**src/rtl/decoder_pkg.sv**
```systemverilog
// Shared definitions for the scanning one-hot decoder: mode encoding and FSM states.
package decoder_pkg;

    localparam logic MODE_DIRECT = 1'b0;
    localparam logic MODE_SCAN   = 1'b1;

    typedef enum logic [1:0] {
        ST_IDLE   = 2'd0,
        ST_DIRECT = 2'd1,
        ST_SCAN   = 2'd2
    } state_t;

endpackage

```
**src/rtl/dwell_timer.sv**
```systemverilog
// Dwell counter: counts 0..DWELL-1 while run is high and flags the terminal count.
// clear has priority over run and returns the count to zero.
module dwell_timer #(
    parameter int DWELL = 4
) (
    input  logic clk,
    input  logic rst_n,
    input  logic clear,
    input  logic run,
    output logic tick
);

    localparam int CNT_W = (DWELL > 1) ? $clog2(DWELL) : 1;
    localparam logic [CNT_W-1:0] TERM = CNT_W'(DWELL - 1);

    logic [CNT_W-1:0] cnt_r;
    logic [CNT_W-1:0] cnt_nxt_s;

    // Terminal-count flag; only meaningful while the timer is running.
    always_comb begin
        tick = 1'b0;
        if (run && (cnt_r == TERM)) begin
            tick = 1'b1;
        end else begin
            tick = 1'b0;
        end
    end

    // Next count: clear wins, then count with roll-over on the terminal value, else hold.
    always_comb begin
        cnt_nxt_s = cnt_r;
        if (clear) begin
            cnt_nxt_s = {CNT_W{1'b0}};
        end else if (run) begin
            if (cnt_r == TERM) begin
                cnt_nxt_s = {CNT_W{1'b0}};
            end else begin
                cnt_nxt_s = cnt_r + CNT_W'(1'b1);
            end
        end else begin
            cnt_nxt_s = cnt_r;
        end
    end

    // Count register.
    always_ff @(posedge clk or negedge rst_n) begin
        if (!rst_n) begin
            cnt_r <= {CNT_W{1'b0}};
        end else begin
            cnt_r <= cnt_nxt_s;
        end
    end

endmodule

```
**src/rtl/decoder_nx_scan.sv**
```systemverilog
// One-hot decoder with a direct (latched select) mode and an auto-rotating scan mode.
// outputs, index and wrap are all registered; outputs reflect the index that is
// valid after the same edge, so a load shows up one cycle later on both.
module decoder_nx_scan
    import decoder_pkg::*;
#(
    parameter  int IN_WIDTH  = 3,
    parameter  int DWELL     = 4,
    localparam int OUT_WIDTH = 1 << IN_WIDTH
) (
    input  logic                 clk,
    input  logic                 rst_n,
    input  logic                 enabled,
    input  logic                 mode,
    input  logic [IN_WIDTH-1:0]  inputs,
    input  logic                 load,
    output logic [OUT_WIDTH-1:0] outputs,
    output logic [IN_WIDTH-1:0]  index,
    output logic                 wrap
);

    localparam logic [IN_WIDTH-1:0] LAST_IDX = {IN_WIDTH{1'b1}};

    state_t                state_r;
    state_t                next_state_s;
    logic                  run_s;
    logic                  clear_s;
    logic                  tick_s;
    logic [IN_WIDTH-1:0]   index_r;
    logic [IN_WIDTH-1:0]   index_nxt_s;
    logic                  wrap_r;
    logic                  wrap_nxt_s;
    logic [OUT_WIDTH-1:0]  outputs_r;
    logic [OUT_WIDTH-1:0]  outputs_nxt_s;

    // Next-state selection and dwell-timer control, re-evaluated every cycle.
    always_comb begin
        next_state_s = ST_IDLE;
        run_s        = 1'b0;
        clear_s      = 1'b0;
        if (!enabled) begin
            next_state_s = ST_IDLE;
        end else if (mode == MODE_SCAN) begin
            next_state_s = ST_SCAN;
        end else begin
            next_state_s = ST_DIRECT;
        end

        case (next_state_s)
            ST_SCAN: begin
                // The first SCAN cycle only clears, so the first dwell is full length.
                run_s   = (state_r == ST_SCAN);
                clear_s = load || (state_r != ST_SCAN);
            end
            ST_DIRECT: begin
                run_s   = 1'b0;
                clear_s = 1'b1;
            end
            ST_IDLE: begin
                run_s   = 1'b0;
                clear_s = load;
            end
            default: begin
                run_s   = 1'b0;
                clear_s = 1'b1;
            end
        endcase
    end

    dwell_timer #(
        .DWELL (DWELL)
    ) u_dwell_timer (
        .clk   (clk),
        .rst_n (rst_n),
        .clear (clear_s),
        .run   (run_s),
        .tick  (tick_s)
    );

    // Index update: load beats an advance and suppresses wrap; one-hot follows the new index.
    always_comb begin
        index_nxt_s   = index_r;
        wrap_nxt_s    = 1'b0;
        outputs_nxt_s = {OUT_WIDTH{1'b0}};
        if (load) begin
            index_nxt_s = inputs;
            wrap_nxt_s  = 1'b0;
        end else if (tick_s) begin
            index_nxt_s = index_r + IN_WIDTH'(1'b1);
            wrap_nxt_s  = (index_r == LAST_IDX);
        end else begin
            index_nxt_s = index_r;
            wrap_nxt_s  = 1'b0;
        end

        if (next_state_s != ST_IDLE) begin
            outputs_nxt_s = OUT_WIDTH'(1'b1) << index_nxt_s;
        end else begin
            outputs_nxt_s = {OUT_WIDTH{1'b0}};
        end
    end

    // State and output registers.
    always_ff @(posedge clk or negedge rst_n) begin
        if (!rst_n) begin
            state_r   <= ST_IDLE;
            index_r   <= {IN_WIDTH{1'b0}};
            wrap_r    <= 1'b0;
            outputs_r <= {OUT_WIDTH{1'b0}};
        end else begin
            state_r   <= next_state_s;
            index_r   <= index_nxt_s;
            wrap_r    <= wrap_nxt_s;
            outputs_r <= outputs_nxt_s;
        end
    end

    assign outputs = outputs_r;
    assign index   = index_r;
    assign wrap    = wrap_r;

endmodule

```
**config.mk**
```make
export PLATFORM = sky130hd
export DESIGN_NAME = decoder_nx_scan
export DESIGN_NICKNAME = d
export VERILOG_FILES = /design/src/rtl/decoder_pkg.sv /design/src/rtl/dwell_timer.sv /design/src/rtl/decoder_nx_scan.sv
export SDC_FILE = /design/constraint.sdc
export NUM_CORES = 1
export LEC_CHECK = 0
export CAP_MARGIN = 40
export CELL_PAD_IN_SITES_DETAIL_PLACEMENT = 0
export CELL_PAD_IN_SITES_GLOBAL_PLACEMENT = 2
export CORE_MARGIN = 1
export CORE_UTILIZATION = 36
export DETAILED_ROUTE_END_ITERATION = 16
export DONT_BUFFER_PORTS = 1
export PLACE_DENSITY_LB_ADDON = 0.1
export SYNTH_ARGS = -nofsm -noshare
export SYNTH_HDL_FRONTEND = slang
export SYNTH_SLANG_ARGS = --single-unit
```
**constraint.sdc**
```tcl
create_clock -name clk -period 2.05 [get_ports clk]
set_clock_uncertainty 0.05 [all_clocks]
set_input_delay 0.41 -clock clk [delete_from_list [all_inputs] [get_ports clk]]
set_output_delay 0.41 -clock clk [all_outputs]
set_load 0.01 [all_outputs]
```
# [Word-level counts from Yosys, hierarchy flattened]
# Index checks and enable logic that the tools add are counted.
[classes] muxes=13 n_reduce_logical=5 eq_ne=5 addsub=2 shifts=1
[op_table] operator="$mux 2" n=5
[op_table] operator="$mux 8" n=1
[op_table] operator="$shl 1x3->8 const A" n=1
[op_table] operator="$eq 2x2->1 const B" n=3
[op_table] operator="$mux 3" n=2
[op_table] operator="$mux 1" n=4
[op_table] operator="$reduce_bool 2->1" n=2
[op_table] operator="$add 3x1->3 const B" n=1
[op_table] operator="$eq 3x3->1 const B" n=1
[op_table] operator="$add 2x1->2 const B" n=1
[op_table] operator="$logic_not 2->1" n=1
[op_table] operator="$ne 2x2->1 const B" n=1
[op_table] operator="$pmux 1 s2" n=1
[op_table] operator="$logic_and 1x1->1" n=1
[op_table] operator="$logic_or 1x1->1" n=1
[word_totals] reg_bits=16 input_bits=8 output_inout_bits=12 wordCells=31

# [Depth between registers and ports, before layout]
# Gate-level depths: netlist of run 1.
[depth] ltp_word=10 ltp_mapped=6 mapped_depth_nobuf=6

# [Cells and area by module]
# A second synthesis of run 1 with hierarchy kept.
[hier_totals] cells_unflattened=56 hier_area_um2=664.4
[by_module_without_submodules] mod="decoder_nx_scan" cells_per_inst=47 area_per_inst_um2=558.0 instances=1 seq_area_each_um2=350.3
[by_module_without_submodules] mod="dwell_timer" cells_per_inst=9 area_per_inst_um2=106.4 instances=1 seq_area_each_um2=50.0

# [Least setup slack after synthesis of run 1]
# Ideal clock, no wire load.
[synth_timing] path_kind="reg2reg" from="register index_r[0], in the netlist index[0]" to="register outputs_r[4], in the netlist outputs[4]" setup_slack_ns=0.137 arrival_ns=1.777 setup_ns=0.086 path_buffers=0 stages_incl_launch_ff=7 required_ns=1.914 period_less_slack_ns=1.913 path_cell_list="dfrtp_1 ha_1 ha_1 nor2_1 mux2_1 or3b_4 nor3_1"
[synth_between] elab_chain_cells=5
[synth_rtl] element="start: declaration" line_no="decoder_nx_scan.sv:29" rtl="logic [IN_WIDTH-1:0] index_r;"
[synth_rtl] element="start signal: assignment" line_no="decoder_nx_scan.sv:107" rtl="index_r <= {IN_WIDTH{1'b0}};"
[synth_rtl] element="start signal: assignment" line_no="decoder_nx_scan.sv:112" rtl="index_r <= index_nxt_s;"
[synth_rtl] element="$add 3x1->3" line_no="decoder_nx_scan.sv:89" rtl="index_nxt_s = index_r + IN_WIDTH'(1'b1);"
[synth_rtl] element="$mux 3 *" line_no="decoder_nx_scan.sv:88" rtl="end else if (tick_s) begin"
[synth_rtl] element="$mux 3 *" line_no="decoder_nx_scan.sv:85" rtl="if (load) begin"
[synth_rtl] element="$shl 1x3->8 *" line_no="decoder_nx_scan.sv:97" rtl="outputs_nxt_s = OUT_WIDTH'(1'b1) << index_nxt_s;"
[synth_rtl] element="$mux 8 *" line_no="decoder_nx_scan.sv:96" rtl="if (next_state_s != ST_IDLE) begin"
[synth_rtl] element="net outputs_nxt_s[4]" line_no="decoder_nx_scan.sv:34" rtl="logic [OUT_WIDTH-1:0] outputs_nxt_s;"
[synth_rtl] element="end signal: assignment" line_no="decoder_nx_scan.sv:109" rtl="outputs_r <= {OUT_WIDTH{1'b0}};"
[synth_rtl] element="end signal: assignment" line_no="decoder_nx_scan.sv:114" rtl="outputs_r <= outputs_nxt_s;"
[synth_rtl] element="end: declaration" line_no="decoder_nx_scan.sv:33" rtl="logic [OUT_WIDTH-1:0] outputs_r;"
# The timed path passes the listed nets; every way through them passes the cells marked *.
# A chain may end at the register's enable or synchronous reset.

# [Final worst setup path of run 1]
# Ends and elaborated chain as after synthesis.

==> results.toml, run 1 <==
[run_status]
status = "finished clean"

[floorplan]
die_y_um = 46.9
die_width_um = 46.9
io_pins = 20
core_um2 = 1800
num_rows = 15
design.die.area_um2 = 2200
start_util_pct = 40.3

[worst_setup_path]
critPathKind = "reg -> reg"
cp.required_ns = 2.20
arrival_ns = 2.12
worst-path-max-fanout = 4
cp-end-kind = "flop"
reg2reg_slack_ns = 0.07
cp-start-kind = "flop"

[clocking]
tritoncts = "done"
cts_buffer_depth = 2
clk_pin_slew_worst_paths_ns = 0.10
cts_num_sinks = 16
clk_latency_ns = 0.29
cts_setup_buffers = 0
clock-root-buffer = "clkbuf_4"
cts_buffers = 3
htree_levels = 1

[grt]
grt_pass1_wl_um = 2200
grt_overflow = 0
grt_usage_pct = 14.8
grt_max_degree = 17
grt_pass1_vias = 483
antenna_found_initial = 0

[finish]
stdcell_area_um2 = 837
drive_gt1_share_pct = 17.8
final_common_cell = "dfrtp_1"
finalCoreUtilization_pct = 46.5
final_nets = 85
area_growth_syn_to_layout_pct = 15.1
antenna_cells = 0
layout_common_cells = "16 x dfrtp_1, 7 x nor3_1, 5 x nor2_1, 5 x buf_4"

[detailed_routing]
drtAntennaViolNets = 0
drt-initial-drc-count = 5
drc_errors = 0
first_pass_iters = 5
viasPerCell = 4.99
wl_per_cell_um = 14.8
num_vias = 489
wl_um = 1450

[synth]
synth-seq-cells = 16
netlist_instances = 65
syn_area_per_cell_um2 = 11.2
synth_nets = 76
yosysWarnings = 0
ys_seq_area_share_pct = 55.1
netlist_area_um2 = 727
synth.distinct_cells = 27

[placed_design]
gp_congestion = 0.722
io_buffers = 0
dpl_cell_area_um2 = 786
hpwl_um = 1050

[timing]
setup_tns_ns = 0
fin_crit_ns = 1.98
relSlewSlack_pct = 51.0
min_period_over_period_pct = 96.4
rsz0062_at_grt = "true"
whs_ns = 0.119
max_freq_mhz = 506
hold_viol = 0
setup_viol = 0
final_max_slew_viol_count = 0
tightest_slew_ns = 0.733

[pwr]
ir_drop_mv = 0.388
sw_frac_of_total_pct = 25.5
pwr-share-comb_pct = 12.9
p_seq_share_pct = 53.8
internal-power_w = 0.000475
clkPwrFrac_pct = 33.4
switching_power_w = 0.000162
pwr_density_cell_nw_per_um2 = 761
total_power_w = 0.000637
p_leak_nw = 0.392

[run]
drv_cap = 0

[worst_hold_path]
hold_path.class = "in -> reg"
==> routing by layer <==
layer  part of all wire (%)  track usage (%)
met4                   0.55             5.14
met2                     40             19.4
met3                    7.0             2.69
met1                     52             23.9
met5                      0                0
==> cells by family after synthesis <==
logic type | Yosys count | share of synthesized area (%)
simple gates | 30 | 24.1
flops | 16 | 55.1
compound gates | 7 | 7.92
buf+inv | 6 | 3.44
mux | 3 | 4.30
fa+ha+maj | 3 | 5.16
==> worst max-delay path, cell delays in order, from the launching register on <==
cell	delay [ns]
dfrtp_1	0.39
ha_1	0.20
ha_1	0.28
nor2_1	0.04
mux2_1	0.29
or3b_4	0.42
nor3_1	0.21
==> final cells by class <==
type | count | area (um2)
fillers | 186 | 965
flip-flops and latches | 16 | 400
multi-input cells | 43 | 307
repair buffers | 6 | 47.5
clock buffers | 4 | 36.3
well taps | 25 | 31.3
inverters | 4 | 15.0
==> state kept, by name (all words and copies together), names as in the netlist <==
name / cells
outputs: 8
state_r: 2
index: 3
wrap: 1
u_dwell_timer.cnt_r: 2
==> worst paths after layout <==
kind / cells past startpoint / start / end
max reg2reg: 6 / index[0]$_DFF_PN0_ / outputs[4]$_DFF_PN0_
min reg2reg: 3 / u_dwell_timer.cnt_r[0]$_DFFE_PN0P_ / u_dwell_timer.cnt_r[0]$_DFFE_PN0P_
max in group asynchronous: 1 / rst_n / outputs[0]$_DFF_PN0_
max: 6 / index[0]$_DFF_PN0_ / outputs[4]$_DFF_PN0_
min in group asynchronous: 1 / rst_n / u_dwell_timer.cnt_r[0]$_DFFE_PN0P_
min: 1 / mode / state_r[0]$_DFF_PN0_
==> synth_stat cells <==
| cell type | n | area [um2] |
|---|---|---|
| dfrtp_1 | 16 | 400 |
| nor3_1 | 8 | 40.0 |
| nor2_1 | 5 | 18.8 |
| and2_1 | 3 | 18.8 |
| ha_1 | 3 | 37.5 |
| inv_1 | 3 | 11.3 |
| nand2_1 | 3 | 11.3 |
| nor2b_1 | 3 | 18.8 |
| a21oi_1 | 2 | 10.0 |
| mux2i_1 | 2 | 20.0 |
| a21boi_1 | 1 | 7.51 |
| a22oi_1 | 1 | 7.51 |
| and3_1 | 1 | 6.26 |
| and4b_1 | 1 | 10.0 |
| buf_2 | 1 | 5.00 |
| clkbuf_2 | 1 | 5.00 |
| inv_2 | 1 | 3.75 |
| mux2_1 | 1 | 11.3 |
| nand2b_1 | 1 | 6.26 |
| nand3b_1 | 1 | 7.51 |
| nand4b_1 | 1 | 8.76 |
| nor3b_1 | 1 | 7.51 |
| nor4bb_1 | 1 | 10.0 |
| o21ai_0 | 1 | 5.00 |
| o22ai_1 | 1 | 6.26 |
| o31ai_4 | 1 | 21.3 |
| or3b_4 | 1 | 11.3 |
==> timing repair <==
action,CTS,global route
resized for setup,0,1
endpoints found under the hold margin,16,0
hold buffers,1,0
setup endpoints to repair,0,3
==> metrics by stage <==
| stage | instances | setup slack (ns) |
|---|---|---|
| floorplan | 65 | 0.137 |
| global placement | 93 | 0.0155 |
| detailed placement | 93 | 0.0625 |
| CTS | 98 | 0.0402 |
| global route | 98 | -0.0330 |
| finish | 98 | 0.0736 |
==> power by group through the flow <==
stage / sequential, W / clock [W] / combinational (W)
2_1_floorplan: 0.000352 / 0 / 0.0000516
3_3_place_gp: 0.000349 / 0 / 0.0000748
3_5_place_dp: 0.000349 / 0 / 0.0000733
4_1_cts: 0.000343 / 0.000219 / 0.0000818
5_1_grt: 0.000345 / 0.000232 / 0.0000929
6_report: 0.000342 / 0.000212 / 0.0000821
(Power assumes the default switching activity.)
==> run 2: changes to the inputs <==
--- a/config.mk
+++ b/config.mk
@@ -13,6 +13,7 @@
 export DETAILED_ROUTE_END_ITERATION = 16
 export DONT_BUFFER_PORTS = 1
 export PLACE_DENSITY_LB_ADDON = 0.1
+export REMOVE_ABC_BUFFERS = 1
 export SYNTH_ARGS = -nofsm -noshare
 export SYNTH_HDL_FRONTEND = slang
 export SYNTH_SLANG_ARGS = --single-unit
==> constraint.sdc (replaced) <==
create_clock -name clk -period 2.2 [get_ports clk]
set_clock_uncertainty 0.05 [all_clocks]
set_input_delay 0.44 -clock clk [delete_from_list [all_inputs] [get_ports clk]]
set_output_delay 0.44 -clock clk [all_outputs]
set_load 0.01 [all_outputs]
==> run 2 against run 1 <==
First-iteration DRC count stayed put. Wire length fell by 5.0%. Power down 9.6%. Via count is 2.5% lower. Hold slack better by 0.037 ns. Fmax shrank 4.4%. Final cell count shrank 3.1%. Largest power group unchanged. Critical endpoint is now outputs[7]$_DFF_PN0_. Combinational power is 25% lower. Die area stayed put.
==> results.toml, run 2 (same netlist as run 1, synthesis figures left out) <==
[run_status]
status = "finished clean"

[timing]
setup_viol = 0
setup_tns_ns = 0
fin_crit_ns = 2.07
max_freq_mhz = 484
rsz0062_at_grt = "false"
hold_viol = 0
whs_ns = 0.156
tightest_slew_ns = 0.703
final_max_slew_viol_count = 0
relSlewSlack_pct = 53.0
min_period_over_period_pct = 94.0

[clocking]
htree_levels = 1
clock-root-buffer = "clkbuf_4"
cts_setup_buffers = 0
cts_num_sinks = 16
postCtsResizedCells = 0
cts_buffers = 3
clk_pin_slew_worst_paths_ns = 0.09
cts_buffer_depth = 2
cts_hold_buf = 1
clk_latency_ns = 0.28
tritoncts = "done"

[worst_setup_path]
cp-start-kind = "flop"
critPathKind = "reg -> reg"
reg2reg_slack_ns = 0.13
arrival_ns = 2.21
critPathTopFamily = "simple AND/OR/NAND/NOR gates"
worst-path-max-fanout = 4
cp-end-kind = "flop"
crit_slowest_cell = "dfrtp_1"
path_buf_inv = 0
cp.required_ns = 2.34
cpMostUsedCell = "ha_1"
slowest_delay_ns = 0.45
path_cells = "ha_1 -> ha_1 -> nor2_1 -> mux2_1 -> or3b_4 -> nor3_1"

[floorplan]
design.die.area_um2 = 2200
die_y_um = 46.9
io_pins = 20
die_width_um = 46.9
start_util_pct = 40.3
core_um2 = 1800
num_rows = 15

[grt]
antenna_found_initial = 0
grt_pass1_vias = 482
grt_overflow = 0
grt_pass1_wl_um = 2240
grt_usage_pct = 15.3
grt_max_degree = 17

[pwr]
p_seq_share_pct = 56.4
pwr_density_cell_nw_per_um2 = 711
internal-power_w = 0.000435
switching_power_w = 0.000140
sw_frac_of_total_pct = 24.4
clkPwrFrac_pct = 32.9
p_leak_nw = 0.378
pwr-share-comb_pct = 10.7
ir_drop_mv = 0.283

[finish]
area_growth_syn_to_layout_pct = 11.4
antenna_cells = 0
regArea_um2 = 400
final_nets = 82
final_common_cell = "dfrtp_1"
final_cells = 95
layout_common_cells = "16 x dfrtp_1, 8 x nor3_1, 5 x nor2_1"
drive_gt1_share_pct = 12.9
largest_register_ffs = 8
multiInputGateArea_um2 = 302
n_fill_cell = 195

[detailed_routing]
drtAntennaViolNets = 0
wl_per_cell_um = 14.5
num_vias = 477
first_pass_iters = 4
viasPerCell = 5.02
drt-initial-drc-count = 5
wl_um = 1370
drc_errors = 0

[placed_design]
io_buffers = 0
dp_cells = 90
gp_congestion = 0.742
hpwl_um = 1030

[run]
drv_cap = 0

[worst_hold_path]
hold_path.class = "in -> reg"
==> run 2: changes by cell type in the layout (fill, tap and decap cells not counted) <==
cell,change
buf_4,-3
nor3_1,+1
nor3_2,-1
==> run 2: layout make-up <==
class,count,area share (%)
sequential,16,49.5
inverter,4,1.85
timing repair buffer,3,3.09
clock buffer,4,4.48
tap,25,3.86
multi-input combinational,43,37.2
==> run 2: path summary, 6_finish.rpt <==
path / from / to / cells after the start
worst max-delay path: index[0]$_DFF_PN0_ / outputs[7]$_DFF_PN0_ / 6
worst min-delay path: mode / state_r[0]$_DFF_PN0_ / 1
worst max register to register: index[0]$_DFF_PN0_ / outputs[7]$_DFF_PN0_ / 6
worst min register to register: u_dwell_timer.cnt_r[0]$_DFFE_PN0P_ / u_dwell_timer.cnt_r[0]$_DFFE_PN0P_ / 3
max in group asynchronous: rst_n / outputs[2]$_DFF_PN0_ / 1
min in group asynchronous: rst_n / u_dwell_timer.cnt_r[1]$_DFFE_PN0P_ / 1
==> run 2: power by group through the flow <==
stage | logic, W | clock network (W) | registers (W)
floorplan | 0.0000433 | 0 | 0.000328
global placement | 0.0000545 | 0 | 0.000331
detailed placement | 0.0000547 | 0 | 0.000331
CTS | 0.0000623 | 0.000199 | 0.000325
global route | 0.0000726 | 0.000210 | 0.000328
finish | 0.0000618 | 0.000189 | 0.000324
==> run 2: per-layer routing <==
layer	up-vias	wire [um]	GRT usage (%)
met1	222	707	20.5
li1	237	-	-
met5	-	0	0
met4	0	12	6.86
met3	2	84	5.00
met2	16	570	22.5
==> run 2: per-stage QoR <==
step                      setup WS, ns  power (W)  utilization [%]  area, um2
after floorplan                  0.293   0.000371                -        717
after global placement           0.183   0.000385             42.4        763
after detailed placement         0.157   0.000385             42.4        763
after CTS                        0.133   0.000586             44.9        810
after global routing           0.00312   0.000610             44.9        810
final                            0.133   0.000576             44.9        810
==> run 2: worst reg2reg max path: stages, from the launching register on <==
cell     delay (ns)
dfrtp_1        0.45
ha_1           0.23
ha_1           0.29
nor2_1         0.04
mux2_1         0.29
or3b_4         0.42
nor3_1         0.20
